[config.mk]
export PLATFORM = sky130hd
export DESIGN_NAME = packer_stream_arbiter
export DESIGN_NICKNAME = d
export VERILOG_FILES = /design/src/rtl/packer_stream_arbiter.sv
export SDC_FILE = /design/constraint.sdc
export NUM_CORES = 1
export LEC_CHECK = 0
export CAP_MARGIN = 0
export CORE_MARGIN = 4
export CORE_UTILIZATION = 25
export CTS_BUF_LIST = sky130_fd_sc_hd__clkbuf_16
export CTS_CLUSTER_SIZE = 28
export DETAILED_ROUTE_END_ITERATION = 10
export GPL_TIMING_DRIVEN = 0
export PLACE_DENSITY = 0.58
export SLEW_MARGIN = 40
export SYNTH_ARGS = -nofsm -noshare
export SYNTH_HDL_FRONTEND = slang
export SYNTH_SLANG_ARGS = --single-unit
[constraint.sdc]
create_clock -name clk -period 4.3 [get_ports clk]
set_input_delay 0.86 -clock clk [delete_from_list [all_inputs] [get_ports clk]]
set_output_delay 0.86 -clock clk [all_outputs]
set_load 0.005 [all_outputs]
[src/rtl/packer_stream_arbiter.sv]
// Frame-granular round-robin arbiter sharing one data_packer between two AXI-Stream sources.
// Optional stall timeout (and its timeout output) is enabled by defining ARB_TIMEOUT_EN.
module packer_stream_arbiter #(
  parameter int DATA_WIDTH     = 8,
  parameter int CNT_WIDTH      = 16,
  parameter int TIMEOUT_CYCLES = 64
) (
  input  logic                  clk,
  input  logic                  reset,
  input  logic [DATA_WIDTH-1:0] s0_axis_tdata,
  input  logic                  s0_axis_tvalid,
  output logic                  s0_axis_tready,
  input  logic                  s0_axis_tlast,
  input  logic [1:0]            s0_k,
  input  logic [DATA_WIDTH-1:0] s1_axis_tdata,
  input  logic                  s1_axis_tvalid,
  output logic                  s1_axis_tready,
  input  logic                  s1_axis_tlast,
  input  logic [1:0]            s1_k,
  output logic [DATA_WIDTH-1:0] m_axis_tdata,
  output logic                  m_axis_tvalid,
  input  logic                  m_axis_tready,
  output logic                  m_axis_tlast,
  output logic [1:0]            k_out,
  output logic [1:0]            grant,
  output logic                  busy,
  output logic [CNT_WIDTH-1:0]  frame_beats,
`ifdef ARB_TIMEOUT_EN
  output logic                  timeout,
`endif
  output logic                  cfg_err
);

  localparam logic ST_IDLE = 1'b0;
  localparam logic ST_FWD  = 1'b1;

  logic       state;
  logic       last_served;
  logic       accept;
  logic       pick;
  logic [1:0] sel_k;

  // With both sources requesting, the one not served last wins.
  assign pick  = (s0_axis_tvalid && s1_axis_tvalid) ? ~last_served : s1_axis_tvalid;
  assign sel_k = pick ? s1_k : s0_k;

  // NOTE: every output of this block gets a default first, so no path leaves a latch behind.
  always_comb begin
    m_axis_tdata   = '0;
    m_axis_tvalid  = 1'b0;
    m_axis_tlast   = 1'b0;
    s0_axis_tready = 1'b0;
    s1_axis_tready = 1'b0;
    if (state == ST_FWD) begin
      if (grant[1]) begin
        m_axis_tdata   = s1_axis_tdata;
        m_axis_tvalid  = s1_axis_tvalid;
        m_axis_tlast   = s1_axis_tlast;
        s1_axis_tready = m_axis_tready;
      end else begin
        m_axis_tdata   = s0_axis_tdata;
        m_axis_tvalid  = s0_axis_tvalid;
        m_axis_tlast   = s0_axis_tlast;
        s0_axis_tready = m_axis_tready;
      end
    end
  end

  assign accept = m_axis_tvalid && m_axis_tready;
  assign busy   = (state == ST_FWD);

`ifdef ARB_TIMEOUT_EN
  localparam int STALL_W = $clog2(TIMEOUT_CYCLES) + 1;
  logic [STALL_W-1:0] stall_cnt;

  // Fires during the TIMEOUT_CYCLES-th consecutive cycle without a handshake.
  assign timeout = (state == ST_FWD) && !accept &&
                   (stall_cnt == STALL_W'(TIMEOUT_CYCLES - 1));

  always_ff @(posedge clk or negedge reset) begin
    if (!reset) begin
      stall_cnt <= '0;
    end else if (state == ST_IDLE || accept) begin
      stall_cnt <= '0;
    end else if (!timeout) begin
      stall_cnt <= stall_cnt + STALL_W'(1);
    end
  end
`endif

  // NOTE: state is updated with non-blocking assignments only, so every register sees pre-edge values.
  always_ff @(posedge clk or negedge reset) begin
    if (!reset) begin
      state       <= ST_IDLE;
      grant       <= 2'b00;
      last_served <= 1'b1;
      k_out       <= 2'd1;
      frame_beats <= '0;
      cfg_err     <= 1'b0;
    end else begin
      case (state)
        ST_IDLE: begin
          if (s0_axis_tvalid || s1_axis_tvalid) begin
            state       <= ST_FWD;
            grant       <= pick ? 2'b10 : 2'b01;
            frame_beats <= '0;
            if (sel_k == 2'd0) begin
              k_out   <= 2'd1;
              cfg_err <= 1'b1;
            end else begin
              k_out <= sel_k;
            end
          end
        end
        default: begin
          if (accept) begin
            if (frame_beats != '1) frame_beats <= frame_beats + CNT_WIDTH'(1);
            if (m_axis_tlast) begin
              state       <= ST_IDLE;
              grant       <= 2'b00;
              last_served <= grant[1];
            end
          end
`ifdef ARB_TIMEOUT_EN
          else if (timeout) begin
            state       <= ST_IDLE;
            grant       <= 2'b00;
            last_served <= grant[1];
          end
`endif
        end
      endcase
    end
  end

endmodule

# [After elaboration in Yosys (flattened, before gate mapping)]
# Index checks and enable logic that the tools add are counted.
[totals] reg_bits=23 latch_bits=0 ram_bits=0 mem_bits_ro=0 output_inout_bits=34 elab_cells=49 n_memories=0
[op_classes] addsub=1 n_mul=0 n_div=0 order_cmp=0 n_eq_ne=4 shifts=0 n_mux=26 bitwise=2 n_reduce_logical=10
[op_table] op="two-way mux 16 bit" n=4
[op_table] op="adder 16 x 1 -> 16 bit, second input constant" n=1
[op_table] op="two-way mux 8 bit" n=2
[op_table] op="!= test 16 bit, second input constant" n=1
[op_table] op="two-way mux 2 bit" n=7
[op_table] op="two-way mux 1 bit" n=13
[op_table] op="AND reduction 3 bit" n=4
[op_table] op="!= test 2 x 1 -> 1 bit, second input constant" n=2
[op_table] op="logical AND 1 bit" n=2
[op_table] op="zero test 2 bit" n=1
[op_table] op="!= test 2 bit, second input constant" n=1
[op_table] op="NOT 1 bit" n=2
[op_table] op="AND reduction 2 bit" n=1
[op_table] op="nonzero test 2 bit" n=1
[op_table] op="logical OR 1 bit" n=1

# [Logic depth before layout (Yosys ltp)]
[depth] depth_word=5 depth_mapped=5

# [Least setup slack after synthesis]
# Ideal clock, no wire load.
[synth_path] path_type="in2reg" from="input port s1_axis_tvalid" to="register frame_beats[0]" setup_time_ps=125 arrival_time_ps=2061 required_time_ps=4175 path_slack_ps=2114 path_stages=5 n_path_buf=1 cell_sequence="o21bai_1 > and3_1 > clkbuf_1 > a21oi_4 > mux2_4"
[synth_between] elab_chain_len=5
[synth_lines] item="start: declaration" line="16" text="input logic s1_axis_tvalid,"
[synth_lines] item="two-way mux 1 bit" line="55" text="if (grant[1]) begin"
[synth_lines] item="two-way mux 1 bit" line="54" text="if (state == ST_FWD) begin"
[synth_lines] item="logical AND 1 bit" line="69" text="assign accept = m_axis_tvalid && m_axis_tready;"
[synth_lines] item="!= test 2 x 1 -> 1 bit (no line)"
[synth_lines] item="AND reduction 3 bit (no line) *"
[synth_lines] item="end signal: assignment" line="117" text="if (frame_beats != '1) frame_beats <= frame_beats + CNT_WIDTH'(1);"
[synth_lines] item="end: declaration" line="27" text="output logic [CNT_WIDTH-1:0] frame_beats,"
# Every way passes the cells marked *; elsewhere a longest branch is shown, timed or not.
# A chain may end at the register's enable or synchronous reset.

# [Final worst setup path]
[layout_path] from="input port s1_axis_tvalid" to="output port m_axis_tvalid"
[layout_between] elab_chain_len=2
[layout_lines] item="two-way mux 1 bit" line="55"
[layout_lines] item="two-way mux 1 bit" line="54"
[layout_lines] item="end: declaration" line="21" text="output logic m_axis_tvalid,"
# No other way between the ends.

==> metrics.cfg <==
[setup_path]
reg2reg_to = frame_beats[0]
r2r_start = frame_beats[0]
crit_type = primary input to output port
worst_ep_arrival_time_ns = 2.23
start_kind = primary input
required_ns = 3.44
r2r_cells = 5
ff2ff_setup_slack_ns = 2.08
cp-end-kind = output port
critPathMaxFanout = 6

[synthesis]
syn_avg_cell_area_sq_um = 8.993
yosys_warnings = 0
synth-async-reset-ratio = 1.000
synth_ff_type = dfrtp_1
syn_inst = 171
yosysTopAreaCellShare = 0.3417
synthTopCellsByArea = dfrtp_1 34%, mux2i_1 8.5%, nand2_1 4.1%
synth-edff-count = 0
syn_area_sq_um = 1538
syn_nets = 199
synth_cell_types = 44
yosysSeqAreaShare = 0.3759
ys_ff_latch = 23
synth.largest_area_cell = dfrtp_1

[finish]
mostFrequentLayoutCell = clkdlybuf4s50_1
antenna_cells = 0
mostFrequentLayoutCells = 59 x clkdlybuf4s50_1, 21 x dfrtp_1, 17 x nand2_1
area_delta_synth_final_pct = 49.96
postLayoutCellArea_sq_um = 2306
final_cells = 310
drive_above_1_share = 0.06809
finalNetCount = 264

[clock_network]
worstSkewPairLatency_ns = 0.26
cts_setup_buffers = 0
htreeDepth = 1
clkSlewWorstSetupHoldPaths_ns = 0.06
cts_resized = 0
cts_hold_buffers = 0
cts_buffers = 3
cts_buffer_depth = 2
cts_tree = built
cts.sinks = 23
root_buffer = clkbuf_16

[sta]
timing.hold.ws_ns = 0.4791
min_period_over_period = 0.7182
fin_ws_ns = 1.212
setup_violations = 0
final.setup_skew_ns = 0.001841
hold_viol = 0
slew_headroom = 0.4720
fin_setup_tns_ns = 0
fin_crit_ns = 3.088
slew_violations = 0
worstMarginPinSlew_ns = 0.7921
rsz0062_at_grt = no
timing.fmax_mhz = 323.8

[global_route]
grt_antenna_before_repair = 0
grt_first_pass_wirelength_mm = 7.859
grtUsageTotal = 0.1302
grt_pass1_vias = 1595
grt_overflow = 0
grt_max_degree = 24

[route]
routed_via_density = 5.110
route.detailed.drc = 0
wl_per_cell_um = 14.91
antenna_left = 0
drt_iter0_drc = 119
firstDrtPassIters = 5
routed_wl_mm = 4.623
num_vias = 1584

[run_status]
status = completed

[place]
post_dp_cell_area_sq_um = 2227
hpwl_mm = 3.542
dpl_worst_slack_ns = 1.214
port_buffers = 60
gp_congestion = 0.7448
place_inst = 306

[pwr]
power_density_nw_per_um2 = 519.9
p_leak_nw = 0.9304
peakVddDrop_mv = 0.1936

[floorplanning]
die_w_um = 86.43
row_count = 28
die_y_um = 86.43
io_pins = 61
dieArea_sq_um = 7469
core_area_sq_um = 5956
start_util = 0.2582

[hold_path]
holdPathStages = 2
hp-class = flop to flop
min_to = k_out[0]
worstHoldStart = k_out[0]

[flow_run]
maxCapViolCount = 0

-- through the flow --
| stage | utilization | power [W] |
|---|---|---|
| 5_1_grt | 0.3872 | 0.001298 |
| 2_1_floorplan | - | 0.0006853 |
| 3_3_place_gp | 0.3748 | 0.001002 |
| 4_1_cts | 0.3872 | 0.001218 |
| 3_5_place_dp | 0.3740 | 0.001008 |
| 6_report | 0.3872 | 0.001199 |
-- area by class of cell --
type                    count  area, sq um
plain buffers               8        33.78
clock buffers               3        75.07
clock inverters             1        3.754
fillers                   612         3650
inverters                  10        37.54
multi-input cells         130        888.4
flip-flops and latches     23        578.1
well taps                  75        93.84
repair buffers             60        595.6
-- how the worst max path moves through the flow --
stage,startpoint,end,slack (ns),depth (start not counted)
floorplan,s1_axis_tvalid,frame_beats[0],2.11,5
global placement,s1_axis_tvalid,m_axis_tvalid,1.22,4
detailed placement,s1_axis_tvalid,m_axis_tvalid,1.21,4
CTS,s1_axis_tvalid,m_axis_tvalid,1.20,4
global route,s1_axis_tvalid,m_axis_tvalid,1.14,4
finish,s1_axis_tvalid,m_axis_tvalid,1.21,4
-- cell usage after synthesis (2+ instances only) --
cell,n
a211oi_1,4
a21boi_0,5
a21oi_1,2
a22o_1,3
a2bb2oi_1,4
and3_1,4
buf_1,2
buf_2,2
clkbuf_1,3
dfrtp_1,21
dfstp_2,2
inv_1,10
mux2i_1,13
nand2_1,17
nand2b_1,2
nand3_1,6
nand4_1,10
nor2_1,15
nor3_1,4
o211ai_1,2
o21ai_0,9
o21bai_1,2
o221ai_1,4
o22a_1,2
or4_1,4
-- metal layers --
metal / wire (um) / GRT usage
met2: 2199 / 0.2232
met1: 1957 / 0.1610
met3: 397 / 0.02947
met4: 70 / 0.04249
met5: 0 / 0
-- critical path: stages --
cell	delay (ns)
clkdlybuf4s50_1	0.58
mux2i_1	0.15
nor2_1	0.12
clkdlybuf4s50_1	0.53
-- flip-flops by register name, indices dropped and copies added, names as in the netlist --
register and count:
busy 1, frame_beats 16, k_out 2, grant 2, last_served 1, cfg_err 1
-- power breakdown --
part	total [W]	internal (W)	switching, W
clock	0.000204	0.000124	0.0000794
combinational	0.000618	0.000337	0.000282
sequential	0.000377	0.000291	0.0000857
-- kinds of logic (layout without fill, tap and decap cells) --
logic type	after synthesis	in the layout	synth area share
fa+ha+maj	1	1	0.008135
flops	23	23	0.3759
mux	15	15	0.1017
simple gates	68	68	0.2368
compound gates	46	46	0.2311
buf+inv	18	82	0.04638
Power figures use the tool's default switching activity.
